$ cat config.mk
export PLATFORM = sky130hd
export DESIGN_NAME = dmem_port_router
export DESIGN_NICKNAME = d
export VERILOG_FILES = /design/src/rtl/dmem_port_router.sv
export SDC_FILE = /design/constraint.sdc
export NUM_CORES = 1
export LEC_CHECK = 0
export ABC_AREA = 1
export BUFFER_PORTS_ARGS = -buffer_cell sky130_fd_sc_hd__buf_2
export CORE_MARGIN = 5
export CORE_UTILIZATION = 50
export CTS_CLUSTER_DIAMETER = 200
export CTS_CLUSTER_SIZE = 14
export DETAILED_ROUTE_END_ITERATION = 8
export PLACE_DENSITY_LB_ADDON = 0.08
export SYNTH_ARGS = -nofsm -noshare
export SYNTH_HDL_FRONTEND = slang
export SYNTH_SLANG_ARGS = --single-unit
$ cat constraint.sdc
create_clock -name clock -period 3.05 [get_ports clock]
set_input_delay 0.4575 -clock clock [delete_from_list [all_inputs] [get_ports clock]]
set_output_delay 0.4575 -clock clock [all_outputs]
set_load 0.05 [all_outputs]
$ cat src/rtl/dmem_port_router.sv
// Shares one synchronous data-RAM port among four cores: loads return in 3 cycles, stores strobe once after 1.
// No backpressure: an entry that arrives while busy waits in a one-deep slot; a second overwrites it and flags mode_err.
module dmem_port_router #(
  parameter int DATA_WIDTH = 16,
  parameter int ADDR_WIDTH = 16,
  parameter int NUM_CORES  = 4
) (
  input  logic                             clock,
  input  logic                             reset_n,
  input  logic [3:0]                       memory_mode,
  input  logic [NUM_CORES*ADDR_WIDTH-1:0]  core_addr,
  input  logic [NUM_CORES*DATA_WIDTH-1:0]  core_wdata,
  input  logic [DATA_WIDTH-1:0]            mem_rdata,
  output logic [ADDR_WIDTH-1:0]            mem_addr,
  output logic [DATA_WIDTH-1:0]            mem_wdata,
  output logic                             mem_we,
  output logic [NUM_CORES*DATA_WIDTH-1:0]  core_rdata,
  output logic [NUM_CORES-1:0]             core_rdata_valid,
  output logic                             busy,
  output logic                             mode_err
);

  typedef enum logic [1:0] {IDLE, RD_ADDR, RD_CAP, WR} state_t;

  state_t     state, state_nxt;
  logic [3:0] mode_q;
  logic       entry, entry_st;
  logic [1:0] entry_core;
  logic       pend_vld, pend_st;
  logic [1:0] pend_core;
  logic [1:0] tgt;
  logic       go, go_st;
  logic [1:0] go_core;
  logic       pend_set, pend_clr, err_set;

  // Modes 1-4 and 5-8 both map to core (mode-1) mod 4.
  assign entry      = (memory_mode != mode_q) && (memory_mode >= 4'd1) && (memory_mode <= 4'd8);
  assign entry_st   = (memory_mode >= 4'd5);
  assign entry_core = memory_mode[1:0] - 2'd1;

  assign busy = (state != IDLE) || pend_vld;

  always_ff @(posedge clock or negedge reset_n) begin
    if (!reset_n) state <= IDLE;
    else          state <= state_nxt;
  end

  always_comb begin
    state_nxt = state;
    go        = 1'b0;
    go_st     = 1'b0;
    go_core   = 2'd0;
    pend_set  = 1'b0;
    pend_clr  = 1'b0;
    err_set   = (memory_mode >= 4'd9);
    case (state)
      IDLE: begin
        if (pend_vld) begin
          // The queued entry has priority; a simultaneous new entry refills the slot being drained.
          go       = 1'b1;
          go_st    = pend_st;
          go_core  = pend_core;
          pend_clr = 1'b1;
          pend_set = entry;
        end else if (entry) begin
          go      = 1'b1;
          go_st   = entry_st;
          go_core = entry_core;
        end
        if (go) state_nxt = go_st ? WR : RD_ADDR;
      end
      RD_ADDR: state_nxt = RD_CAP;
      RD_CAP:  state_nxt = IDLE;
      WR:      state_nxt = IDLE;
      default: state_nxt = IDLE;
    endcase
    if (state != IDLE && entry) begin
      pend_set = 1'b1;
      if (pend_vld) err_set = 1'b1;
    end
  end

  always_ff @(posedge clock or negedge reset_n) begin
    if (!reset_n) begin
      mode_q           <= 4'd0;
      pend_vld         <= 1'b0;
      pend_st          <= 1'b0;
      pend_core        <= 2'd0;
      tgt              <= 2'd0;
      mem_addr         <= '0;
      mem_wdata        <= '0;
      mem_we           <= 1'b0;
      core_rdata       <= '0;
      core_rdata_valid <= '0;
      mode_err         <= 1'b0;
    end else begin
      mode_q           <= memory_mode;
      core_rdata_valid <= '0;
      if (err_set) mode_err <= 1'b1;

      if (pend_set) begin
        pend_vld  <= 1'b1;
        pend_st   <= entry_st;
        pend_core <= entry_core;
      end else if (pend_clr) begin
        pend_vld <= 1'b0;
      end

      if (go) begin
        mem_addr <= core_addr[go_core*ADDR_WIDTH +: ADDR_WIDTH];
        if (go_st) begin
          mem_wdata <= core_wdata[go_core*DATA_WIDTH +: DATA_WIDTH];
          mem_we    <= 1'b1;
        end else begin
          mem_we <= 1'b0;
          tgt    <= go_core;
        end
      end else if (state == WR) begin
        mem_we <= 1'b0;
      end

      if (state == RD_CAP) begin
        core_rdata[tgt*DATA_WIDTH +: DATA_WIDTH] <= mem_rdata;
        core_rdata_valid[tgt]                    <= 1'b1;
      end
    end
  end

endmodule

After elaboration in Yosys (flattened, before gate mapping):

Index checks and enable logic that the tools add are counted.

* muxes and demuxes: 30
* bitwise operators: 1
* $lt $le $gt $ge: 6
* reductions and logical operators: 12
* shift-type cells: 4
* $add $sub $neg: 2
* equality and inequality tests: 5

Operator list (count)
* indexed part select 64 x 7 -> 16 bit: 2
* bitwise mux 64 bit: 1
* variable shift 16 x 34 -> 64 bit, first input constant: 1
* indexed part select 16 x 34 -> 64 bit: 1
* negation 6 -> 34 bit: 1
* 2-to-1 mux 1 bit: 21
* 2-to-1 mux 2 bit: 5
* one-hot mux 2 bit (3 select lines): 1
* nonzero test 2 bit: 3
* equality test 2 bit, second input constant: 2
* greater-or-equal comparator 4 x 1 -> 1 bit, second input constant: 1
* greater-or-equal comparator 4 x 3 -> 1 bit, second input constant: 1
* greater-or-equal comparator 4 bit, second input constant: 1
* less-or-equal comparator 4 bit, second input constant: 1
* logical AND 1 bit: 4
* 2-to-1 mux 4 bit: 1
* inequality test 4 bit: 1
* AND reduction 2 bit: 2
* < comparator 2 x 3 -> 1 bit, second input constant: 1
* demux 1 bit (select 2 bit): 1
* equality test 2 x 1 -> 1 bit, second input constant: 1
* greater-or-equal comparator 2 x 1 -> 1 bit, second input constant: 1
* zero test 2 bit: 1
* inequality test 2 bit, second input constant: 1
* 4 further kinds: 4

* flip-flop bits (word level): 114
* input bits: 150
* output and inout bits: 103

Logic depth before layout (Yosys ltp):

Gate-level depths: netlist of run 1.

* depth in word-level cells: 9
* mapped depth: 15
* mapped depth without buffers: 13

Worst setup path before layout of run 1:

No wires, ideal clock.

* path type: reg2reg
* start point: register tgt[0]
* end point: register core_rdata[39]
* path buffers: 3
* stages on the path, launching flop included: 10
* arrival time: 2.327 ns
* setup time: 0.067 ns
* setup slack: 0.656 ns
* clock period less this slack: 2.394 ns
* cells stage by stage: dfrtp_1 -> clkbuf_1 -> clkinv_1 -> clkbuf_1 -> ha_1 -> inv_1 -> nor2_1 -> clkbuf_1 -> nand4_1 -> nand2_1

* longest elaborated chain between the ends: 3
* elaborated cells on any way between the ends: 4
* classes of those cells: add/sub: 1; shift: 2; mux: 1

RTL lines
* from (decl): line 31 `logic [1:0] tgt;`
* from (signal assigned): line 116 `tgt <= go_core;`
* negation 6 -> 34 bit (*): line 123 `core_rdata[tgt*DATA_WIDTH +: DATA_WIDTH] <= mem_rdata;`
* indexed part select 16 x 34 -> 64 bit or variable shift 16 x 34 -> 64 bit (tied branches): line 123
* bitwise mux 64 bit (*): line 123
* to (signal, indexed assignment): line 123
* to (decl): line 17 `output logic [NUM_CORES*DATA_WIDTH-1:0] core_rdata,`

Mark *: on every way between the ends. The rest lies on a longest branch, timed or not.
A chain may end at the register's enable or synchronous reset.

Worst setup path in the final report of run 1:

* start point: register tgt[0]
* end point: register core_rdata[38]

Same word-level chain as after synthesis.

==> results of run 1 <==
path summary, 6_finish.rpt:
path / startpoint / depth (start not counted) / to
min in group clock: memory_mode[1] / 1 / mode_q[1]
min reg2reg: mem_addr[6] / 2 / mem_addr[6]
max in group asynchronous: reset_n / 2 / core_rdata[34]
max: tgt[0] / 7 / core_rdata[38]
max reg2reg: tgt[0] / 7 / core_rdata[38]
min: reset_n / 1 / core_rdata[58]
area by class of cell:
class | instances | area share (%)
Inverter | 166 | 7.41
Tap cell | 172 | 2.55
Clock inverter | 14 | 1.95
Timing Repair Buffer | 264 | 16.4
Multi-Input combinational cell | 599 | 32.8
Sequential cell | 114 | 33.9
Clock buffer | 18 | 5.09
worst max-delay path: stages (launching register included):
cell and delay, ns:
dfrtp_1 0.38, clkinv_1 0.10, buf_4 0.34, ha_1 0.20, inv_1 0.21, nor2_2 0.59
nand4_1 0.19, nand2_1 0.11
cell families after synthesis:
| kind of cell | share of synthesized area, % |
|---|---|
| flip-flops | 43.6 |
| AND/OR/NAND/NOR | 34.0 |
| adder cells (fa/ha/maj) | 1.72 |
| AO/OA/AOI/OAI | 6.40 |
| buffers and inverters | 14.3 |
layout by cell type, fill, tap and decap left out, drive strengths merged:
cell and count:
o31ai 5, nand3 148, buf 264, clkbuf 18, ha 9, nand2 313, inv 165, clkinv 9
nor2 18, a21oi 3, o21ai 71, nand4 32, clkinvlp 3, bufinv 3, dfrtp 114
per-stage QoR:
stage	power, uW	cells	hold slack (ns)
floorplan	6850	933	0.162
global placement	8170	1315	0.460
detailed placement	8230	1315	0.460
CTS	10200	1347	0.0736
global route	10800	1347	0.112
finish	10200	1347	0.0636
power by group through the flow:
stage	registers [uW]	clock network, uW	logic (uW)
after floorplan	4560	0	2290
after global placement	2540	0	5630
after detailed placement	2540	0	5690
after CTS	2540	2000	5700
after global routing	2620	2080	6130
final	2540	1990	5660
routing by layer:
metal | vias up | global-route usage [%] | part of all wire [%]
li1 | 3372 | - | -
met3 | 29 | 6.26 | 7.0
met1 | 3081 | 31.7 | 41
met2 | 273 | 45.1 | 50
met5 | - | 0 | 0
met4 | 0 | 8.32 | 1.9
registers in the layout (all words and copies together) (netlist names):
register	flops
core_rdata	64
mem_addr	16
mem_wdata	16
core_rdata_valid	4
mode_q	4
pend_core	2
state	2
tgt	2
mem_we	1
mode_err	1
pend_st	1
pend_vld	1
==> out/metrics.cfg, run 1 <==
[sta]
hold_viol=0
finalCritPeriodShare_pct=71.4
setup_tns_ns=0
tightest_slew_ns=0.974
period_needed_ns=2.18
slew_viol_final=0
timing.fmax_mhz=459
rsz0062_at_grt=no
skew_ns=0.0179
slew_headroom_pct=34.8
finalSetupViolCount=0
setup_ws_ns=0.873

[setup_path]
critPathRequiredTime_ns=3.40
r2r_slack_ns=0.87
critical_path_class=reg2reg
arrival_ns=2.52
endpoint_kind=flip-flop
cp_max_fo=34
cp-start-kind=flip-flop

[routing]
ant_nets=0
drt_first_pass_iters=5
wire_per_inst_um=15.1
vias=6755
dr.first_iter.drc_count=539
drc=0
drt_wl_total_um=20300
avgViaCountPerCell=5.01

[final_layout]
areaGrowthSynthToFinish_pct=28.7
final_area_um2=8430
nFillCells=1246
register_area_um2=2850
antenna_cells=0
multiInputGateArea_um2=2760
fin_nets=1321
post-route-util_pct=66.2
drive_gt1_share_pct=27.1

[floorplan]
die_h_um=124
num_rows=41
dieArea_um2=15500
initial_core_util_pct=51.5
coreArea_um2=12700
die_w_um=124
io_pins=253

[logic_synthesis]
synth_edf_count=0
synth.top_cell.area_share_pct=43.6
synth-seq-cells=114
syn_area_um2=6550
ys_seq_area_share_pct=43.6
synth_commonest_cells=nand2_1 (308), inv_1 (156), nand3_1 (147)
synth.most_common_cell=nand2_1
postSynthAreaPerCell_um2=7.02
syn_nets=1092
async_flop_share_pct=100
yosysTopAreaCell=dfrtp_1
syn_inst=933
synth_warnings=0
synthFlopType=dfrtp_1
yosys-top-cells-area=dfrtp_1 (44%), nand2_1 (18%), nand3_1 (11%)
yosysUniqueCellTypes=23

[place]
post-dp-hpwl_um=14700
dpl-instance-area_um2=7830
dpl_worst_slack_ns=0.673
portBuffers=252
routabilityCongestion=0.872

[pwr]
p_leak_uw=0.00505
ir_worst_vdd_mv=0.472
power.density_nw_per_um2=1210
p_clk_share_pct=19.5
switchingPower_uw=5450
intPower_uw=4740
p_seq_share_pct=25.0
combPwrFrac_pct=55.5
swShare_pct=53.5

[clock_tree]
cts-buffers-inserted=17
cts_tree=done
worst_skew_pair.late_latency_ns=0.42
htreeDepth=4
clock_sinks=114
cts_root_buf=clkbuf_16
cts_setup_buffers=0
ctsHoldBuffers=0
cts_resized=0
cts_buffer_depth=2
clk_pin_slew_ns=0.05

[grt]
grt_max_degree=65
grt_overflow_total=0
grt_pass1_vias=6499
antenna_found_initial=0
grt_pass1_wl_um=32900
grt_usage_pct=25.9

[status]
status=finished, final reports clean

[run]
maxCapViolCount=0

[hold_path]
hold_path.class=in2async

Note: power is estimated with default switching activity, not from simulation.
==> run 2, diff against run 1 <==
Clock period 3.05 ns to 2.3 ns, I/O delays scaled along.
==> out/metrics.cfg, run 2 (same netlist as run 1, synthesis figures left out) <==
[status]
status=finished, final reports clean  ; unchanged

[final_layout]
areaGrowthSynthToFinish_pct=30.6  ; was 28.7%
fin_nets=1332  ; was 1321
reg.largest.list=core_rdata: 64 flops, mem_addr: 16 flops, mem_wdata: 16 flops  ; unchanged
nFillCells=1175  ; was 1246
final_common_cell=nand2_1  ; unchanged
final_cell_mix=nand2_1 (306), buf_2 (251), inv_1 (156)  ; unchanged
drive_gt1_share_pct=27.7  ; was 27.1%
top_register=core_rdata  ; unchanged
largest_reg_flops=64  ; unchanged

[floorplan]
num_rows=41  ; unchanged
initial_core_util_pct=51.5  ; unchanged
die_h_um=124  ; unchanged
io_pins=253  ; unchanged
die_w_um=124  ; unchanged
dieArea_um2=15500  ; unchanged
coreArea_um2=12700  ; unchanged

[grt]
gr-max-usage-layer=met2  ; unchanged
grtUsageMet3_pct=6.90  ; was 6.26%
grt_overflow_total=0  ; unchanged
use_met1_pct=32.2  ; was 31.7%
antenna_found_initial=1  ; was 0
grt_pass1_wl_um=32700  ; was 32900 um
met2_usage_pct=43.4  ; was 45.1%
grt_pass1_vias=6465  ; was 6499
grt_max_degree=72  ; was 65
grt_usage_pct=25.6  ; was 25.9%

[clock_tree]
worst_skew_pair.late_latency_ns=0.40  ; was 0.42 ns
ctsHoldBuffers=1  ; was 0
cts_buffer_depth=2  ; unchanged
htreeDepth=4  ; unchanged
cts_setup_buffers=0  ; unchanged
cts_root_buf=clkbuf_16  ; unchanged
cts_tree=done  ; unchanged
cts-buffers-inserted=17  ; unchanged
cts_resized=0  ; unchanged
clock_sinks=114  ; unchanged
clk_pin_slew_ns=0.06  ; was 0.05 ns

[pwr]
p_leak_uw=0.00511  ; was 0.00505 uW
p_seq_share_pct=24.6  ; was 25.0%
switchingPower_uw=7200  ; was 5450 uW
ir_worst_vdd_mv=0.633  ; was 0.472 mV
fin_total_pwr_uw=13700  ; was 10200 uW
swShare_pct=52.5  ; was 53.5%
intPower_uw=6510  ; was 4740 uW
combPwrFrac_pct=55.7  ; was 55.5%
power.density_nw_per_um2=1600  ; was 1210 nW/um2
p_clk_share_pct=19.7  ; was 19.5%

[sta]
slew_headroom_pct=59.6  ; was 34.8%
hold_ws_ns=0.0716  ; was 0.0636 ns
timing.fmax_mhz=533  ; was 459 MHz
finalSetupViolCount=0  ; unchanged
hold_viol=0  ; unchanged
period_needed_ns=1.87  ; was 2.18 ns
setup_tns_ns=0  ; unchanged
skew_ns=0.0112  ; was 0.0179 ns
tightest_slew_ns=0.603  ; was 0.974 ns
finalCritPeriodShare_pct=81.5  ; was 71.4%
slew_viol_final=0  ; unchanged
rsz0062_at_grt=no  ; unchanged

[setup_path]
cp_max_fo=17  ; was 34
crit_buf_inv=2  ; was 3
reg2reg_to=core_rdata[12]  ; was core_rdata[38]
crit_chain=inv_1 > ha_1 > inv_1 > nor2_2 > nand4_1 > nand2_1  ; was clkinv_1 > buf_4 > ha_1 > inv_1 > nor2_2 > nand4_1 > nand2_1
r2r_slack_ns=0.43  ; was 0.87 ns
path_delay_family=simple AND/OR/NAND/NOR gates  ; unchanged
reg2regPathDepth=6  ; was 7
arrival_ns=2.21  ; was 2.52 ns
cpMostUsedCell=inv_1
slowest_delay_ns=0.55  ; was 0.59 ns
cp-start-kind=flip-flop  ; unchanged
critPathRequiredTime_ns=2.63  ; was 3.40 ns
worstSetupStartpoint=tgt[1]  ; was tgt[0]
reg2reg_from=tgt[1]  ; was tgt[0]
critical_path_class=reg2reg  ; unchanged
slowest_stage=nor2_2  ; unchanged
endpoint_kind=flip-flop  ; unchanged

[routing]
drt_wl_total_um=20100  ; was 20300 um
dr.first_iter.drc_count=552  ; was 539
wire_per_inst_um=14.8  ; was 15.1 um
drt_first_pass_iters=6  ; was 5
drc=0  ; unchanged
ant_nets=0  ; unchanged
avgViaCountPerCell=5.01  ; about the same
vias=6802  ; was 6755

[place]
portBuffers=252  ; unchanged
routabilityCongestion=0.870  ; was 0.872
post-dp-hpwl_um=14700  ; about the same

[hold_path]
hold_start=memory_mode[1]
whs_endpoint=mode_q[1]
hold_path.class=in2reg  ; was in2async
whs_path_depth=1

[run]
maxCapViolCount=0  ; unchanged

## run 2: through the flow
| step | setup WS, ns | instance area [um2] | std cells | util (%) |
|---|---|---|---|---|
| 3_3_place_gp | 0.253 | 7920 | 1325 | 62.3 |
| 2_1_floorplan | 0.0151 | 6550 | 933 | - |
| 4_1_cts | 0.407 | 8540 | 1356 | 67.2 |
| 6_report | 0.425 | 8550 | 1357 | 67.2 |
| 5_1_grt | 0.196 | 8550 | 1357 | 67.2 |
| 3_5_place_dp | 0.239 | 7920 | 1325 | 62.3 |
## run 2: worst register-to-register path, stage by stage, from the launching register on
cell	delay, ns
dfrtp_1	0.41
inv_1	0.15
ha_1	0.17
inv_1	0.20
nor2_2	0.55
nand4_1	0.22
nand2_1	0.11
## run 2: worst max-delay path by stage
stage	to	slack [ns]	depth (start not counted)
3_3_place_gp	mem_addr[3]	0.25	13
5_1_grt	core_rdata[31]	0.20	7
4_1_cts	core_rdata[31]	0.41	7
3_5_place_dp	mem_addr[9]	0.24	13
2_1_floorplan	core_rdata[39]	0.02	9
6_report	core_rdata[12]	0.43	6
## run 2: routing by layer
metal  wire length [um]  part of all wire, %
met1               8210                   41
met2               9960                   50
met3               1550                  7.7
met4                363                  1.8
met5                  0                    0
## run 2: final cells by class
class / count / area [um2] / share of cell area (%)
flip-flops and latches: 114 / 2850 / 33.4
multi-input cells: 599 / 2770 / 32.4
repair buffers: 275 / 1480 / 17.3
inverters: 166 / 624 / 7.30
clock buffers: 22 / 484 / 5.67
well taps: 172 / 215 / 2.52
clock inverters: 8 / 126 / 1.48
diodes: 1 / 2.50 / 0.0293
## run 2: power by group through the flow
stage / combinational [uW] / sequential, uW / clock (uW)
after global placement: 7580 / 3380 / 0
after detailed placement: 7660 / 3380 / 0
after CTS: 7690 / 3370 / 2730
after floorplan: 3050 / 6050 / 0
after global routing: 8270 / 3470 / 2810
final: 7630 / 3370 / 2700
